$ cat src/rtl/dmem_pkg.sv
// -----------------------------------------------------------------------------
// dmem_pkg
// Shared definitions for the data-memory arbiter slice.
//   - default memory word-address and data widths
//   - memory operation enum: RV32I load/store width codes, with bit 3
//     separating stores from loads so that every member has a unique value
//   - helpers to split an operation into its funct3 code and store flag
// -----------------------------------------------------------------------------
package dmem_pkg;

    localparam int DM_ADDRESS_DEFAULT = 9;
    localparam int DATA_W_DEFAULT     = 32;

    // Bit 3 marks a store; bits [2:0] are the RV32I funct3 code.
    typedef enum logic [3:0] {
        LB  = 4'b0000,
        LH  = 4'b0001,
        LW  = 4'b0010,
        LBU = 4'b0100,
        LHU = 4'b0101,
        SB  = 4'b1000,
        SH  = 4'b1001,
        SW  = 4'b1010
    } mem_op_e;

    function automatic logic [2:0] op_funct3(input mem_op_e op);
        return op[2:0];
    endfunction

    function automatic logic op_is_store(input mem_op_e op);
        return op[3];
    endfunction

endpackage

$ cat src/rtl/dmem_arbiter_if.sv
// -----------------------------------------------------------------------------
// dmem_arbiter_if
// One requester port of the data-memory arbiter.
//   master modport (requester): drives req, we, lock, addr, wdata, funct3;
//                               receives gnt, rvalid, rdata
//   slave modport  (arbiter)  : the mirror image
// -----------------------------------------------------------------------------
interface dmem_arbiter_if #(
    parameter int DM_ADDRESS = dmem_pkg::DM_ADDRESS_DEFAULT,
    parameter int DATA_W     = dmem_pkg::DATA_W_DEFAULT
);
    logic                  req;
    logic                  we;
    logic                  lock;
    logic [DM_ADDRESS-1:0] addr;
    logic [DATA_W-1:0]     wdata;
    logic [2:0]            funct3;
    logic                  gnt;
    logic                  rvalid;
    logic [DATA_W-1:0]     rdata;

    modport master (
        output req, we, lock, addr, wdata, funct3,
        input  gnt, rvalid, rdata
    );

    modport slave (
        input  req, we, lock, addr, wdata, funct3,
        output gnt, rvalid, rdata
    );
endinterface

$ cat src/rtl/rr_arbiter2.sv
// -----------------------------------------------------------------------------
// rr_arbiter2
// Two-way round-robin arbiter with grant locking and a starvation limit.
//   clk, rst_n    : clock, asynchronous active-low reset
//   req0, req1    : requests
//   lock0, lock1  : ask to keep the grant for the following cycle
//   gnt0, gnt1    : combinational grants, at most one high, forced low in reset
// A locked owner keeps priority while it requests, until it has taken
// LOCK_MAX consecutive locked grants; then a waiting peer wins once.
// -----------------------------------------------------------------------------
module rr_arbiter2 #(
    parameter int LOCK_MAX = 8
) (
    input  logic clk,
    input  logic rst_n,
    input  logic req0,
    input  logic req1,
    input  logic lock0,
    input  logic lock1,
    output logic gnt0,
    output logic gnt1
);
    localparam int               CNT_W   = $clog2(LOCK_MAX + 1);
    localparam logic [CNT_W-1:0] CNT_MAX = CNT_W'(LOCK_MAX);
    localparam logic [CNT_W-1:0] CNT_ONE = CNT_W'(1);

    logic             ptr_r;          // 1'b0: m0 wins a tie, 1'b1: m1 wins a tie
    logic             lock_active_r;
    logic             lock_owner_r;
    logic [CNT_W-1:0] lock_cnt_r;

    logic owner_req_s;
    logic other_req_s;
    logic expired_s;
    logic any_req_s;
    logic win1_s;
    logic win_lock_s;

    // Winner selection: locked owner, then starvation release, then round robin.
    always_comb begin
        owner_req_s = lock_owner_r ? req1 : req0;
        other_req_s = lock_owner_r ? req0 : req1;
        expired_s   = (lock_cnt_r >= CNT_MAX);
        any_req_s   = req0 | req1;
        win1_s      = 1'b0;
        if (lock_active_r && owner_req_s && !(expired_s && other_req_s)) begin
            win1_s = lock_owner_r;
        end else if (lock_active_r && owner_req_s && expired_s && other_req_s) begin
            win1_s = ~lock_owner_r;
        end else if (req0 && req1) begin
            win1_s = ptr_r;
        end else begin
            win1_s = req1;
        end
        win_lock_s = win1_s ? lock1 : lock0;
        gnt0       = rst_n & any_req_s & ~win1_s;
        gnt1       = rst_n & any_req_s & win1_s;
    end

    // Pointer and lock bookkeeping; the count saturates so it cannot wrap.
    always_ff @(posedge clk or negedge rst_n) begin
        if (!rst_n) begin
            ptr_r         <= 1'b0;
            lock_active_r <= 1'b0;
            lock_owner_r  <= 1'b0;
            lock_cnt_r    <= {CNT_W{1'b0}};
        end else if (any_req_s) begin
            ptr_r <= ~win1_s;
            if (win_lock_s) begin
                lock_active_r <= 1'b1;
                lock_owner_r  <= win1_s;
                if (lock_active_r && (lock_owner_r == win1_s)) begin
                    lock_cnt_r <= expired_s ? CNT_MAX : (lock_cnt_r + CNT_ONE);
                end else begin
                    lock_cnt_r <= CNT_ONE;
                end
            end else begin
                lock_active_r <= 1'b0;
                lock_cnt_r    <= {CNT_W{1'b0}};
            end
        end else begin
            lock_active_r <= 1'b0;
            lock_cnt_r    <= {CNT_W{1'b0}};
        end
    end

endmodule

$ cat src/rtl/dmem_arbiter.sv
// -----------------------------------------------------------------------------
// dmem_arbiter
// Shares one data memory between the core load/store unit (m0) and the
// loader/debug port (m1).
//   clk, rst_n        : clock, asynchronous active-low reset
//   m0, m1            : requester ports (dmem_arbiter_if.slave)
//   mem_read/write    : registered memory strobes
//   mem_a, mem_wd     : registered memory address / write data
//   mem_funct3        : registered width code, forwarded unchanged
//   mem_rd            : memory read data, valid while mem_read is high
// Pipeline: grant in N, memory access in N+1, rvalid/rdata in N+2.
// -----------------------------------------------------------------------------
module dmem_arbiter
    import dmem_pkg::*;
#(
    parameter int DM_ADDRESS = DM_ADDRESS_DEFAULT,
    parameter int DATA_W     = DATA_W_DEFAULT,
    parameter int LOCK_MAX   = 8
) (
    input  logic                  clk,
    input  logic                  rst_n,
    dmem_arbiter_if.slave         m0,
    dmem_arbiter_if.slave         m1,
    output logic                  mem_read,
    output logic                  mem_write,
    output logic [DM_ADDRESS-1:0] mem_a,
    output logic [DATA_W-1:0]     mem_wd,
    output logic [2:0]            mem_funct3,
    input  logic [DATA_W-1:0]     mem_rd
);
    logic gnt0_s;
    logic gnt1_s;
    logic any_gnt_s;

    logic                  sel_we_s;
    logic [DM_ADDRESS-1:0] sel_addr_s;
    logic [DATA_W-1:0]     sel_wdata_s;
    logic [2:0]            sel_funct3_s;

    logic                  mem_read_r;
    logic                  mem_write_r;
    logic [DM_ADDRESS-1:0] mem_a_r;
    logic [DATA_W-1:0]     mem_wd_r;
    logic [2:0]            mem_funct3_r;
    logic                  issue_id_r;    // requester owning the access in flight

    logic                  rvalid0_r;
    logic                  rvalid1_r;
    logic [DATA_W-1:0]     rdata0_r;
    logic [DATA_W-1:0]     rdata1_r;

    rr_arbiter2 #(
        .LOCK_MAX (LOCK_MAX)
    ) u_arb (
        .clk   (clk),
        .rst_n (rst_n),
        .req0  (m0.req),
        .req1  (m1.req),
        .lock0 (m0.lock),
        .lock1 (m1.lock),
        .gnt0  (gnt0_s),
        .gnt1  (gnt1_s)
    );

    // Select the granted requester's access fields.
    always_comb begin
        any_gnt_s    = gnt0_s | gnt1_s;
        sel_we_s     = 1'b0;
        sel_addr_s   = {DM_ADDRESS{1'b0}};
        sel_wdata_s  = {DATA_W{1'b0}};
        sel_funct3_s = 3'b000;
        if (gnt1_s) begin
            sel_we_s     = m1.we;
            sel_addr_s   = m1.addr;
            sel_wdata_s  = m1.wdata;
            sel_funct3_s = m1.funct3;
        end else begin
            sel_we_s     = m0.we;
            sel_addr_s   = m0.addr;
            sel_wdata_s  = m0.wdata;
            sel_funct3_s = m0.funct3;
        end
    end

    // Issue stage: register the granted access toward the memory.
    always_ff @(posedge clk or negedge rst_n) begin
        if (!rst_n) begin
            mem_read_r   <= 1'b0;
            mem_write_r  <= 1'b0;
            mem_a_r      <= {DM_ADDRESS{1'b0}};
            mem_wd_r     <= {DATA_W{1'b0}};
            mem_funct3_r <= 3'b000;
            issue_id_r   <= 1'b0;
        end else begin
            mem_read_r  <= any_gnt_s & ~sel_we_s;
            mem_write_r <= any_gnt_s & sel_we_s;
            if (any_gnt_s) begin
                mem_a_r      <= sel_addr_s;
                mem_wd_r     <= sel_wdata_s;
                mem_funct3_r <= sel_funct3_s;
                issue_id_r   <= gnt1_s;
            end
        end
    end

    // Response stage: capture read data and route the pulse to its owner.
    always_ff @(posedge clk or negedge rst_n) begin
        if (!rst_n) begin
            rvalid0_r <= 1'b0;
            rvalid1_r <= 1'b0;
            rdata0_r  <= {DATA_W{1'b0}};
            rdata1_r  <= {DATA_W{1'b0}};
        end else begin
            rvalid0_r <= mem_read_r & ~issue_id_r;
            rvalid1_r <= mem_read_r & issue_id_r;
            if (mem_read_r && !issue_id_r) begin
                rdata0_r <= mem_rd;
            end
            if (mem_read_r && issue_id_r) begin
                rdata1_r <= mem_rd;
            end
        end
    end

    assign m0.gnt     = gnt0_s;
    assign m1.gnt     = gnt1_s;
    assign m0.rvalid  = rvalid0_r;
    assign m1.rvalid  = rvalid1_r;
    assign m0.rdata   = rdata0_r;
    assign m1.rdata   = rdata1_r;
    assign mem_read   = mem_read_r;
    assign mem_write  = mem_write_r;
    assign mem_a      = mem_a_r;
    assign mem_wd     = mem_wd_r;
    assign mem_funct3 = mem_funct3_r;

endmodule

$ cat src/flat_wrapper.sv
// flat-port wrapper written by rule: the top's interface ports become plain ports
module dmem_arbiter_flat import dmem_pkg::*;
#(
    parameter int DM_ADDRESS = DM_ADDRESS_DEFAULT,
    parameter int DATA_W     = DATA_W_DEFAULT,
    parameter int LOCK_MAX   = 8
)
  (clk, rst_n, mem_read, mem_write, mem_a, mem_wd, mem_funct3, mem_rd, m0_req, m0_we, m0_lock, m0_addr, m0_wdata, m0_funct3, m0_gnt, m0_rvalid, m0_rdata, m1_req, m1_we, m1_lock, m1_addr, m1_wdata, m1_funct3, m1_gnt, m1_rvalid, m1_rdata);
  dmem_arbiter_if #(.DM_ADDRESS(DM_ADDRESS), .DATA_W(DATA_W)) m0_i ();
  dmem_arbiter_if #(.DM_ADDRESS(DM_ADDRESS), .DATA_W(DATA_W)) m1_i ();
  input  logic clk;
  input  logic rst_n;
  output logic mem_read;
  output logic mem_write;
  output logic [DM_ADDRESS-1:0] mem_a;
  output logic [DATA_W-1:0] mem_wd;
  output logic [2:0] mem_funct3;
  input  logic [DATA_W-1:0] mem_rd;
  input wire logic [$bits(m0_i.req)-1:0] m0_req;
  input wire logic [$bits(m0_i.we)-1:0] m0_we;
  input wire logic [$bits(m0_i.lock)-1:0] m0_lock;
  input wire logic [$bits(m0_i.addr)-1:0] m0_addr;
  input wire logic [$bits(m0_i.wdata)-1:0] m0_wdata;
  input wire logic [$bits(m0_i.funct3)-1:0] m0_funct3;
  output wire logic [$bits(m0_i.gnt)-1:0] m0_gnt;
  output wire logic [$bits(m0_i.rvalid)-1:0] m0_rvalid;
  output wire logic [$bits(m0_i.rdata)-1:0] m0_rdata;
  input wire logic [$bits(m1_i.req)-1:0] m1_req;
  input wire logic [$bits(m1_i.we)-1:0] m1_we;
  input wire logic [$bits(m1_i.lock)-1:0] m1_lock;
  input wire logic [$bits(m1_i.addr)-1:0] m1_addr;
  input wire logic [$bits(m1_i.wdata)-1:0] m1_wdata;
  input wire logic [$bits(m1_i.funct3)-1:0] m1_funct3;
  output wire logic [$bits(m1_i.gnt)-1:0] m1_gnt;
  output wire logic [$bits(m1_i.rvalid)-1:0] m1_rvalid;
  output wire logic [$bits(m1_i.rdata)-1:0] m1_rdata;
  assign m0_i.req = m0_req;
  assign m0_i.we = m0_we;
  assign m0_i.lock = m0_lock;
  assign m0_i.addr = m0_addr;
  assign m0_i.wdata = m0_wdata;
  assign m0_i.funct3 = m0_funct3;
  assign m0_gnt = m0_i.gnt;
  assign m0_rvalid = m0_i.rvalid;
  assign m0_rdata = m0_i.rdata;
  assign m1_i.req = m1_req;
  assign m1_i.we = m1_we;
  assign m1_i.lock = m1_lock;
  assign m1_i.addr = m1_addr;
  assign m1_i.wdata = m1_wdata;
  assign m1_i.funct3 = m1_funct3;
  assign m1_gnt = m1_i.gnt;
  assign m1_rvalid = m1_i.rvalid;
  assign m1_rdata = m1_i.rdata;
  dmem_arbiter #(.DM_ADDRESS(DM_ADDRESS), .DATA_W(DATA_W), .LOCK_MAX(LOCK_MAX)) u_core (.clk(clk), .rst_n(rst_n), .m0(m0_i), .m1(m1_i), .mem_read(mem_read), .mem_write(mem_write), .mem_a(mem_a), .mem_wd(mem_wd), .mem_funct3(mem_funct3), .mem_rd(mem_rd));
endmodule
$ cat config.mk
export PLATFORM = sky130hd
export DESIGN_NAME = dmem_arbiter_flat
export DESIGN_NICKNAME = d
export VERILOG_FILES = /design/src/rtl/dmem_pkg.sv /design/src/rtl/dmem_arbiter_if.sv /design/src/rtl/rr_arbiter2.sv /design/src/rtl/dmem_arbiter.sv /design/src/flat_wrapper.sv
export SDC_FILE = /design/constraint.sdc
export NUM_CORES = 1
export LEC_CHECK = 0
export CAP_MARGIN = 20
export CORE_ASPECT_RATIO = 0.9
export CORE_MARGIN = 3
export CORE_UTILIZATION = 30
export CTS_CLUSTER_DIAMETER = 80
export CTS_CLUSTER_SIZE = 10
export DETAILED_ROUTE_END_ITERATION = 10
export GPL_TIMING_DRIVEN = 1
export HOLD_SLACK_MARGIN = 0.05
export SYNTH_ARGS = -nofsm -noshare
export SYNTH_HDL_FRONTEND = slang
export SYNTH_SLANG_ARGS = --single-unit
$ cat constraint.sdc
create_clock -name clk -period 1.45 [get_ports clk]
set_input_delay 0.2175 -clock clk [delete_from_list [all_inputs] [get_ports clk]]
set_output_delay 0.2175 -clock clk [all_outputs]
set_load 0.02 [all_outputs]
Word level (Yosys, flattened, before mapping)
Index checks and enable logic that the tools add are counted.
{ "totals": {"reg_bits": 120, "elab_cells": 58} }
{ "op_classes": {"n_addsub": 1, "n_lt_le_gt_ge": 1, "eq_ne": 1, "muxes": 16, "bitwise": 13, "reduce_logical": 12} }
{ "ops": {"columns": ["cell", "n"], "rows": [
  ["2-to-1 mux 32 bit", 1],
  ["2-to-1 mux 4 bit", 4],
  ["logical AND 1 bit", 9],
  ["2-to-1 mux 1 bit", 9],
  ["2-to-1 mux 9 bit", 1],
  ["AND 1 bit", 7],
  ["adder 4 x 1 -> 4 bit, second input constant", 1],
  ["greater-or-equal comparator 4 bit, second input constant", 1],
  ["inverter 1 bit", 4],
  ["2-to-1 mux 3 bit", 1],
  ["logical NOT 1 bit", 2],
  ["bitwise OR 1 bit", 2],
  ["AND reduction 2 bit", 1],
  ["== test 1 bit", 1]
]} }

Depth between registers and ports, before layout
{ "depth": {"depth_word": 11, "ltp_mapped": 7, "depth_no_buf": 5} }

By module
From an unflattened synthesis, not the netlist that was laid out.
{ "unflattened": {"hier_cells": 381, "area_unflattened_um2": 5133.7} }
{ "modules_own_cells": {"columns": ["mod", "n_inst", "cells_each", "area_each_um2", "seq_area_each_um2"], "rows": [
  ["dmem_arbiter", 1, 342, 4737.0, 2827.7],
  ["rr_arbiter2", 1, 39, 396.6, 175.2]
]} }

Worst setup path after synthesis
No wires, ideal clock.
{ "synth_timing": {"path_kind": "register to output", "from": "register u_core.u_arb.lock_cnt_r[3]", "to": "output m0_gnt", "arrival_ns": 1.406, "slack_ns": -0.174, "stages_incl_launch_ff": 6, "n_path_buf": 2, "path_cell_list": "dfrtp_1 > buf_2 > xor2_1 > o211a_2 > buf_2 > nor2_1"} }
{ "synth_via": {"elab_chain_cells": 7, "elab_cells_between_ends": 10, "classes_between": "1 x order compare; 2 x mux; 2 x bitwise; 5 x reduce/logical"} }
{ "synth_rtl": {"columns": ["item", "line_no", "source"], "rows": [
  ["start, declared", "rr_arbiter2.sv:30", "logic [CNT_W-1:0] lock_cnt_r;"],
  ["start signal, assigned", "rr_arbiter2.sv:66", "lock_cnt_r <= {CNT_W{1'b0}};"],
  ["start signal, assigned", "rr_arbiter2.sv:73", "lock_cnt_r <= expired_s ? CNT_MAX : (lock_cnt_r + CNT_ONE);"],
  ["start signal, assigned", "rr_arbiter2.sv:79", "lock_cnt_r <= {CNT_W{1'b0}};"],
  ["greater-or-equal comparator 4 bit (*)", "rr_arbiter2.sv:43", "expired_s = (lock_cnt_r >= CNT_MAX);"],
  ["logical AND 1 bit (on tied branches)", "rr_arbiter2.sv:48, rr_arbiter2.sv:46", null],
  ["logical AND 1 bit / logical NOT 1 bit (equally long branches)", "rr_arbiter2.sv:48, rr_arbiter2.sv:46", null],
  ["2-to-1 mux 1 bit / logical AND 1 bit (equally long branches)", "rr_arbiter2.sv:48, rr_arbiter2.sv:46", null],
  ["2-to-1 mux 1 bit (*)", "rr_arbiter2.sv:46", "if (lock_active_r && owner_req_s && !(expired_s && other_req_s)) begin"],
  ["inverter 1 bit (*)", "rr_arbiter2.sv:56", "gnt0 = rst_n & any_req_s & ~win1_s;"],
  ["AND 1 bit (*)", "rr_arbiter2.sv:56", null],
  ["end, declared", "flat_wrapper.sv:25", "output wire logic [$bits(m0_i.gnt)-1:0] m0_gnt;"]
]} }
Mark *: on every way between the ends. The rest lies on a longest branch, timed or not.

Worst setup path after layout
{ "layout_timing": {"from": "register u_core.u_arb.ptr_r", "to": "output m1_gnt"} }
{ "layout_via": {"elab_chain_cells": 4} }
{ "layout_rtl": {"columns": ["item", "line_no", "source"], "rows": [
  ["start, declared", "rr_arbiter2.sv:27", "logic ptr_r;"],
  ["start signal, assigned", "rr_arbiter2.sv:68", "ptr_r <= ~win1_s;"],
  ["2-to-1 mux 1 bit", "rr_arbiter2.sv:50", "end else if (req0 && req1) begin"],
  ["2-to-1 mux 1 bit", "rr_arbiter2.sv:48", "end else if (lock_active_r && owner_req_s && expired_s && other_req_s) begin"],
  ["2-to-1 mux 1 bit", "rr_arbiter2.sv:46", null],
  ["AND 1 bit", "rr_arbiter2.sv:57", "gnt1 = rst_n & any_req_s & win1_s;"],
  ["end, declared", "flat_wrapper.sv:34", "output wire logic [$bits(m1_i.gnt)-1:0] m1_gnt;"]
]} }
Every way passes these cells.

==> results.toml <==
[setup_path]
worstPathRequired_ns = 1.23
timing.critical_path.cells = "or3b_4 > o211a_4 > buf_12 > and2_4 > buf_6"
crit_slowest_cell = "or3b_4"
critical-path-top-delay-family = "simple AND/OR/NAND/NOR gates"
cpPeakStageDelay_ns = 0.41
crit_type = "flop to output pin"
startpoint_type = "flop"
worst_ep_arrival_time_ns = 1.79
crit_buf_inv = 2
endpoint_type_of_the_worst_setup_path = "output pin"
cp_max_fo = 3

[clocking]
cts_tree = "built"
numClockSinks = 120
htree_num_levels = 4
worst_setup_hold_path_clk_slew_ns = 0.06
clock_insertion_delay_worst_skew_ns = 0.42
cts_root_buffer = "clkbuf_16"
clock_path_buffers = 2
cts_inserted_buffers = 17

[sta]
rsz0062_at_grt = "true"
max_freq_mhz = 498
tightest_slew_ns = 0.782
post-route-period-util_pct = 139
slew_headroom_pct = 47.3
timing.final.setup_violations = 55
period_minus_slack_ns = 2.01
hold_viol = 0
worst_clock_skew_ns = 0.00895
fin_ws_ns = -0.558
report.final.slew_viol_count = 0

[route]
initialDrtViolationCount = 166
avgViaCountPerCell = 4.87
mean_routed_wirelength_per_cell_um = 18.5
final_antenna_violating_net_count = 0
detail_route.wirelength_um = 17100
via_count = 4516
drc = 0
first_pass_iters = 4

[floorplanning]
die_height_um = 128
boundaryPins = 242
core_region_area_mm2 = 0.0162
fp.dieArea_mm2 = 0.0182
row_count = 44
die_w_um = 142
initial_core_util_pct = 30.7

[final_layout]
antennaDiodeCount = 0
final_core_utilization_pct = 56.2
final_cell_count_no_fill = 928
layout_commonest_cell = "clkdlybuf4s50_1"
syn2layout_area_growth_pct = 82.8
final_cell_mix = "clkdlybuf4s50_1, dfrtp_1, dlygate4sd2_1"
layout.nets = 838
drive_gt1_share_pct = 32.0

[synthesis]
synth_fa_ha_area_share_pct = 0.503
netlist_instances = 433
ys_top_cells_by_area = "dfrtp_1, mux2_2, nand2_1, a21oi_1, o221ai_1"
synth.area.mux_share_pct = 14.7
synth_area_mm2 = 0.00497
synth.distinct_cells = 32
synth_warnings = 0
yosysTopAreaCell = "dfrtp_1"
post_synth_and_or_nand_nor_area_fraction_pct = 10.0
synth_top_area_share_pct = 60.4
ys_seq_elements = 120
synth.avg_cell_area_um2 = 11.5
combinational_family_with_the_most_area_after_synthesis = "multiplexers"
synth_xor_area_share_pct = 0.528
synth_area_in_compound_gates_pct = 10.6
yosysSeqAreaShare_pct = 60.4
synth_nets = 563

[power_and_ir_drop]
p_per_area_mw_per_mm2 = 1490
switchingPower_mw = 4.47
power_frac_seq_pct = 34.3
power.static_leakage_nw = 3.96
intPower_mw = 9.12
max-vdd-ir-drop_uv = 994
p_sw_share_pct = 32.9
share_comb_of_total_power_pct = 34.2
p_clk_share_pct = 31.5

[placed_design]
dp_cells = 872
port-buffer-count = 241
globalplace.congestion = 0.811
place.detailed.hpwl_um = 11200

[global_routing]
grt_overflow = 0
initial_antenna_violation_count = 0
number_of_global_route_vias_before_repair = 4775
grt_usage_pct = 18.9
grt_start_max_net_pins = 73
grt_pass1_wl_um = 26400

[run_status]
run_status = "complete, but fails checks"
failing_checks = "setup timing"

[min_path]
holdCritPathClass = "input port to async pin"

[job]
drv.max_cap_violation_count = 0
-- metal layers --
metal	up-vias	global-route usage (%)	part of all wire, %
met4	0	7.39	2.0
met5	-	0	0
met2	220	31.7	49
met3	27	7.87	9.9
li1	2054	-	-
met1	2215	21.4	39
-- worst min-delay path, delay by kind of cell --
| family | cells | cell delay, ns |
|---|---|---|
| buffers and inverters | 3 | 0.64 |
-- synthesized netlist by cell type (all sizes together) --
library cell,number
o221ai,20
ha,2
nor2b,1
nor2,29
inv,4
nor4b,1
nor4,1
nor3,2
buf,19
mux2i,1
a31oi,1
nand3b,1
dfrtp,120
nand2,88
and2,2
or3b,1
xnor2,2
o21ai,2
o211a,3
mux2,64
xor2,1
o211ai,2
clkbuf,12
o21a,2
a21oi,50
a22oi,1
a21o,1
-- worst paths after layout --
| path | start | endpoint | slack, ns | cells after the start |
|---|---|---|---|---|
| setup reg to reg | u_core.u_arb.ptr_r | u_core.u_arb.lock_cnt_r[1] | -0.49 | 8 |
| hold reg to reg | u_core.mem_wd[3] | u_core.mem_wd[3] | 0.48 | 2 |
| setup / recovery | u_core.u_arb.ptr_r | m1_gnt | -0.56 | 5 |
| hold / removal | rst_n | u_core.mem_wd[31] | 0.04 | 3 |
| max in group asynchronous | rst_n | u_core.mem_wd[29] | 0.52 | 4 |
| min in group clk | rst_n | u_core.mem_wd[29] | 0.32 | 4 |
-- cells by family after synthesis --
family,after synthesis
compound gates,82
xor+xnor,3
fa+ha+maj,2
buf+inv,35
flops,120
mux,65
simple gates,126
-- per-stage QoR --
stage	instance area, um2	setup WS (ns)	setup TNS [ns]	power, mW	hold WS (ns)
3_3_place_gp	7810	-0.713	-23.80	9.43	0.226
2_1_floorplan	5000	-0.0490	-0.642	6.85	-0.0781
5_1_grt	9090	-0.599	-22.08	14.3	0.102
3_5_place_dp	7810	-0.732	-26.20	9.52	0.230
6_report	9090	-0.558	-19.91	13.6	0.0391
4_1_cts	8780	-0.576	-17.62	13.6	0.0789
-- power by group through the flow --
stage	Sequential (mW)	Clock (mW)	Combinational, mW
after floorplan	5.76	0	1.09
after global placement	4.71	0	4.73
after detailed placement	4.75	0	4.78
after CTS	4.67	4.40	4.53
after global routing	4.78	4.54	4.94
final	4.66	4.28	4.64
-- area by class of cell --
cell class | instances | area (um2)
clock buffer | 18 | 429
clock inverter | 14 | 173
fill | 1380 | 7090
inverter | 4 | 15.0
multi-input combinational | 278 | 2280
sequential | 120 | 3000
tap | 207 | 259
timing repair buffer | 287 | 2930
-- sequential cells by signal, summed over array words and instances, names as in the netlist --
name,flops
u_core.mem_wd,32
u_core.m0.rvalid,1
u_core.u_arb.lock_cnt_r,4
u_core.m1.rdata,32
u_core.mem_write,1
u_core.m0.rdata,32
u_core.mem_a,9
u_core.u_arb.lock_owner_r,1
u_core.u_arb.ptr_r,1
u_core.mem_funct3,3
u_core.issue_id_r,1
u_core.mem_read,1
u_core.m1.rvalid,1
u_core.u_arb.lock_active_r,1
-- what timing repair did --
item	CTS	global route
endpoints found under the hold margin	21	0
setup endpoints to repair	168	56
pin swaps	31	20
gates resized for setup	170	69
setup buffers	14	7
hold buffers	1	0
gates cloned	6	0
(Power assumes the default switching activity.)
